$ cat config.mk
export PLATFORM = sky130hd
export DESIGN_NAME = mem_arbiter
export DESIGN_NICKNAME = d
export VERILOG_FILES = /design/src/rtl/mem_arb_pkg.sv /design/src/rtl/mem_arbiter_rr_arb2.sv /design/src/rtl/mem_arbiter.sv
export SDC_FILE = /design/constraint.sdc
export NUM_CORES = 1
export LEC_CHECK = 0
export CAP_MARGIN = 10
export CELL_PAD_IN_SITES_DETAIL_PLACEMENT = 1
export CELL_PAD_IN_SITES_GLOBAL_PLACEMENT = 1
export CORE_MARGIN = 3
export CORE_UTILIZATION = 23
export CTS_CLUSTER_DIAMETER = 60
export DETAILED_ROUTE_END_ITERATION = 12
export PLACE_DENSITY = 0.92
export SLEW_MARGIN = 20
export SYNTH_ARGS = -nofsm -noshare
export SYNTH_HDL_FRONTEND = slang
export SYNTH_SLANG_ARGS = --single-unit
$ cat constraint.sdc
create_clock -name clk -period 2.2 [get_ports clk]
set_clock_uncertainty 0.2 [all_clocks]
set_input_delay 0.44 -clock clk [delete_from_list [all_inputs] [get_ports clk]]
set_output_delay 0.44 -clock clk [all_outputs]
set_load 0.02 [all_outputs]
$ cat src/rtl/mem_arb_pkg.sv
// rtl/mem_arb_pkg.sv - shared encodings for the cache/memory arbiter
// Purpose: FSM state encodings, requester port ids and line-offset width helper.
// Ports: none (package).
package mem_arb_pkg;

  typedef enum logic [1:0] {
    S_IDLE  = 2'd0,
    S_READ  = 2'd1,
    S_WRITE = 2'd2
  } state_t;

  localparam logic PORT_I = 1'b0;
  localparam logic PORT_D = 1'b1;

  // Number of address bits that select a word within a cache line.
  function automatic int offset_width(input int line_width);
    return $clog2(line_width);
  endfunction

endpackage

$ cat src/rtl/mem_arbiter_rr_arb2.sv
// rtl/mem_arbiter_rr_arb2.sv - two-way round-robin grant with last-grant register
// Purpose: grants one of two requesters; on a tie the one not granted last wins.
// Ports:
//   clk, rst     - clock, synchronous active-high reset
//   req[1:0]     - request per port (bit 0 icache, bit 1 dcache)
//   advance      - a grant is being taken this cycle; record the winner
//   gnt[1:0]     - one-hot grant (combinational)
module rr_arb2
  import mem_arb_pkg::*;
(
  input  logic       clk,
  input  logic       rst,
  input  logic [1:0] req,
  input  logic       advance,
  output logic [1:0] gnt
);

  logic last_q;

  always_comb begin
    gnt = req;
    if (req == 2'b11) begin
      gnt = (last_q == PORT_I) ? 2'b10 : 2'b01;
    end
  end

  always_ff @(posedge clk) begin
    if (rst) begin
      last_q <= PORT_I;
    end else if (advance && (gnt != 2'b00)) begin
      last_q <= gnt[1];
    end
  end

endmodule

$ cat src/rtl/mem_arbiter.sv
// rtl/mem_arbiter.sv - shares one word-wide memory port between icache and dcache
// Purpose: turns line refills into LINE_WIDTH sequential word reads, forwards dcache
//          word writes, round-robin between caches, dcache writes ahead of dcache reads.
// Ports:
//   clk, rst                          - clock, synchronous active-high reset
//   i_rd_en/i_rd_addr                 - icache refill request and address
//   i_rd_data/i_rd_valid              - icache refill word return
//   d_rd_en/d_rd_addr                 - dcache refill request and address
//   d_rd_data/d_rd_valid              - dcache refill word return
//   d_wr_en/d_wr_addr/d_wr_data/d_wr_sel/d_wr_rdy - dcache word write handshake
//   mem_req/mem_we/mem_addr/mem_wdata/mem_sel     - memory request (held until mem_ack)
//   mem_ack/mem_rdata                 - memory completion and read data
module mem_arbiter
  import mem_arb_pkg::*;
#(
  parameter int ADDR_WIDTH = 16,
  parameter int DATA_WIDTH = 32,
  parameter int LINE_WIDTH = 4
) (
  input  logic                    clk,
  input  logic                    rst,
  input  logic                    i_rd_en,
  input  logic [ADDR_WIDTH-1:0]   i_rd_addr,
  output logic [DATA_WIDTH-1:0]   i_rd_data,
  output logic                    i_rd_valid,
  input  logic                    d_rd_en,
  input  logic [ADDR_WIDTH-1:0]   d_rd_addr,
  output logic [DATA_WIDTH-1:0]   d_rd_data,
  output logic                    d_rd_valid,
  input  logic                    d_wr_en,
  input  logic [ADDR_WIDTH-1:0]   d_wr_addr,
  input  logic [DATA_WIDTH-1:0]   d_wr_data,
  input  logic [DATA_WIDTH/8-1:0] d_wr_sel,
  output logic                    d_wr_rdy,
  output logic                    mem_req,
  output logic                    mem_we,
  output logic [ADDR_WIDTH-1:0]   mem_addr,
  output logic [DATA_WIDTH-1:0]   mem_wdata,
  output logic [DATA_WIDTH/8-1:0] mem_sel,
  input  logic                    mem_ack,
  input  logic [DATA_WIDTH-1:0]   mem_rdata
);

  localparam int OW = offset_width(LINE_WIDTH);
  localparam logic [ADDR_WIDTH-1:0] OFF_MASK = ADDR_WIDTH'(LINE_WIDTH - 1);
  localparam logic [OW:0] LAST = (OW + 1)'(LINE_WIDTH - 1);

  state_t          state;
  logic [OW:0]     count;
  logic [OW:0]     count_inc;
  logic            port_q;
  logic [1:0]      gnt;
  logic [ADDR_WIDTH-1:0] rd_addr_sel;
  logic            rd_ack;

  rr_arb2 u_rr (
    .clk     (clk),
    .rst     (rst),
    .req     ({d_wr_en | d_rd_en, i_rd_en}),
    .advance (state == S_IDLE),
    .gnt     (gnt)
  );

  assign count_inc   = count + 1'b1;
  assign rd_addr_sel = gnt[PORT_D] ? d_rd_addr : i_rd_addr;

  always_ff @(posedge clk) begin
    if (rst) begin
      state     <= S_IDLE;
      count     <= '0;
      port_q    <= PORT_I;
      mem_req   <= 1'b0;
      mem_we    <= 1'b0;
      mem_addr  <= '0;
      mem_wdata <= '0;
      mem_sel   <= '0;
    end else begin
      case (state)
        S_IDLE: begin
          if (gnt[PORT_D] && d_wr_en) begin
            state     <= S_WRITE;
            port_q    <= PORT_D;
            mem_req   <= 1'b1;
            mem_we    <= 1'b1;
            mem_addr  <= d_wr_addr;
            mem_wdata <= d_wr_data;
            mem_sel   <= d_wr_sel;
          end else if (gnt != 2'b00) begin
            state    <= S_READ;
            port_q   <= gnt[PORT_D];
            count    <= '0;
            mem_req  <= 1'b1;
            mem_we   <= 1'b0;
            mem_addr <= rd_addr_sel & ~OFF_MASK;
            mem_sel  <= '1;
          end
        end
        S_READ: begin
          if (mem_ack) begin
            count    <= count_inc;
            // Only the offset field advances; tag/index stay fixed.
            mem_addr <= (mem_addr & ~OFF_MASK) |
                        {{(ADDR_WIDTH-OW){1'b0}}, count_inc[OW-1:0]};
            if (count == LAST) begin
              state   <= S_IDLE;
              mem_req <= 1'b0;
            end
          end
        end
        S_WRITE: begin
          if (mem_ack) begin
            state   <= S_IDLE;
            mem_req <= 1'b0;
            mem_we  <= 1'b0;
          end
        end
        default: state <= S_IDLE;
      endcase
    end
  end

  // Acks are passed straight through; gated by rst so an abort yields no returns.
  assign rd_ack     = !rst && (state == S_READ) && mem_ack;
  assign i_rd_valid = rd_ack && (port_q == PORT_I);
  assign d_rd_valid = rd_ack && (port_q == PORT_D);
  assign i_rd_data  = i_rd_valid ? mem_rdata : '0;
  assign d_rd_data  = d_rd_valid ? mem_rdata : '0;
  assign d_wr_rdy   = !rst && (state == S_WRITE) && mem_ack;

endmodule

==> flow_metrics.tcl <==
set metrics [dict create \
    rrSetupSlack_ns 0.04 \
    stdcell_area_um2 6930 \
    grt_max_degree 62 \
    met2_usage_pct 36.3 \
    met1_usage_pct 20.5 \
    status "complete, but fails checks" \
    htreeDepth 3 \
    drv_cap 0 \
    synth.top_cell.area_share_pct 36.7 \
    antenna_found_initial 1 \
    place_congestion 0.904 \
    crit_arrival_ns 1.62 \
    grt_use_total_pct 19.3 \
    finalCritPeriodShare_pct 103 \
    rsz0062_at_grt "yes" \
    via_per_inst 4.77 \
    met3_usage_pct 5.56 \
    firstDrtPassIters 4 \
    yosys.area.top_type "dfxtp_1" \
    tightest_slew_ns 0.726 \
    die_y_um 126 \
    die_width_um 126 \
    clk_latency_ns 0.32 \
    synth_area_um2 3330 \
    slowest_stage "dfxtp_2" \
    layout.nets 817 \
    wirelength_mm 17.3 \
    power.density_nw_per_um2 704 \
    hold_ws_ns 0.255 \
    synthCells 429 \
    cts_tree "built" \
    grt-ovfl-total 0 \
    area_growth_pct 108 \
    wl_per_cell_um 19.8 \
    crit_buf_inv 3 \
    die_area_um2 15900 \
    worstPathCellList "inv_2, ha_4, and3_4, clkbuf_16, and2_4, buf_6" \
    yosys-top-cells-area "dfxtp_1 37%, and2_1 13%, nand2_1 7.9%" \
    clk_pin_slew_ns 0.06 \
    clock-sinks 61 \
    ant_nets 0 \
    violations "negative setup slack" \
    crit_fanout 6 \
    cts_root_buf "clkbuf_16" \
    ys_types 34 \
    synth-seq-cells 61 \
    rows 43 \
    fmax_mhz 442 \
    max_slew_margin_pct 51.6 \
    path_depth 6 \
    ys_seq_area_share_pct 36.7 \
    cpPeakStageDelay_ns 0.32 \
    clock_path_buffers 2 \
    vdd_drop_max_mv 0.511 \
    post-place-ws_ns -0.870 \
    synth-warning-count 0 \
    vias 4176 \
    place_hpwl_mm 11.4 \
    crit_path_end_kind "primary output" \
    io_pins 243 \
    layout_common_cells "169 x clkdlybuf4s50_1, 70 x buf_6, 69 x nand2_1" \
    worst_ep_required_time_ns 1.56 \
    top_usage_layer "met2" \
    cts_buffers 9 \
    drt_iter0_markers 120 \
    grt_pass1_vias 4486 \
    initial_core_util_pct 23.7 \
    hold_depth 2 \
    core_area_um2 14000 \
    r2r_cells 8 \
    path_delay_family "simple AND/OR/NAND/NOR gates" \
    io_buffers 238 \
    hold_class "flip-flop to flip-flop" \
    layout_commonest_cell "clkdlybuf4s50_1" \
    setup_viol 57 \
    finalHoldViolCount 0 \
    min_period_ns 2.26 \
    synth_area_per_cell_um2 7.76 \
    fin_ws_ns -0.0611 \
    drc 0 \
    power_leakage_nw 2.83 \
    placed_cell_area_um2 6040 \
    crit_type "flip-flop to primary output" \
    drv_slew 0 \
    start_kind "flip-flop" \
    grt_pass1_wl_mm 24.4 \
    final_layout_size_suffix_gt1_share_pct 31.8 \
    syn-num-nets 557 \
]
[layer usage]
metal | vias up | share of wire, %
met4 | 0 | 3.5
met3 | 33 | 7.3
met1 | 1988 | 36
met5 | - | 0
li1 | 1960 | -
met2 | 195 | 53
[kinds of logic (layout without fill, tap and decap cells)]
group	after synthesis	count (layout)	synth area share (%)
muxes	4	4	1.24
DFF	61	61	36.7
other	0	1	0
and+or+nand+nor	214	214	32.0
AOI/OAI and AO/OA	105	105	22.0
buffers and inverters	39	304	5.83
adders and majority gates	6	6	2.26
[state kept, by name (all words and copies together), names as in the netlist]
| name | flops |
|---|---|
| mem_wdata | 32 |
| mem_addr | 16 |
| mem_sel | 4 |
| count | 3 |
| state | 2 |
| mem_req | 1 |
| mem_we | 1 |
| port_q | 1 |
| u_rr.last_q | 1 |
[report_power, final]
group / total, mW / internal, mW / switching (mW) / leakage, nW
sequential: 1.41 / 1.29 / 0.119 / 0.504
combinational: 2.04 / 1.03 / 1.02 / 2.19
clock: 1.42 / 0.903 / 0.522 / 0.140
total: 4.88 / 3.22 / 1.66 / 2.83
[per-stage QoR]
stage               total power, mW  util [%]  setup TNS [ns]  instances
floorplan                      2.36         -               0        429
global placement               3.21      43.0          -46.38        839
detailed placement             3.28      43.0          -55.24        839
CTS                            4.83      47.8           -2.16        866
global route                   5.14      49.3           -6.02        875
finish                         4.88      49.3           -1.38        875
[synth_stat cells]
library cell / number
clkbuf_1: 16
and3_1: 1
o22a_1: 14
mux2i_1: 3
buf_2: 11
nand2_1: 70
and2_1: 67
mux2_2: 1
a21oi_1: 51
a211oi_2: 9
o22ai_1: 4
dfxtp_1: 61
nand2_2: 1
a21boi_4: 1
nand2b_1: 2
a211oi_1: 6
nor2_1: 45
o21a_1: 1
nor3_1: 3
nand3b_1: 2
inv_1: 5
buf_6: 2
buf_4: 5
nor2b_1: 19
o21ai_0: 1
ha_1: 6
a21boi_0: 1
a311oi_1: 2
a221oi_4: 1
nand3_1: 1
nor4_1: 1
a31oi_1: 14
nor4b_4: 1
nor2_2: 1
[final timing paths]
check	start	end
max reg2reg	state[1]	count[0]
min	mem_wdata[18]	mem_wdata[18]
max	state[1]	d_rd_data[30]
min reg2reg	mem_wdata[18]	mem_wdata[18]
[repair_timing]
action                     CTS  global route
setup buffers                7             4
pin swaps                   14            23
hold buffers                 0             0
cloned                       4             5
gates resized for setup    452            38
setup endpoints to repair   67            77
[worst register-to-register path, stage by stage, from the launching register on]
cell and delay [ns]:
dfxtp_2 0.34, inv_2 0.05, ha_4 0.17, buf_4 0.13
buf_4 0.15, nand2b_1 0.21, a221oi_4 0.33, mux2_2 0.38
nor2_1 0.13
[final cells by class]
type	count	area [um^2]
clock buffer	10	239
clock inverter	6	62.6
antenna	1	2.50
multi-input combinational	329	2140
fill	1587	7110
inverter	5	18.8
sequential	61	1220
tap	180	225
timing repair buffer	283	3020
Note: power is estimated with default switching activity, not from simulation.
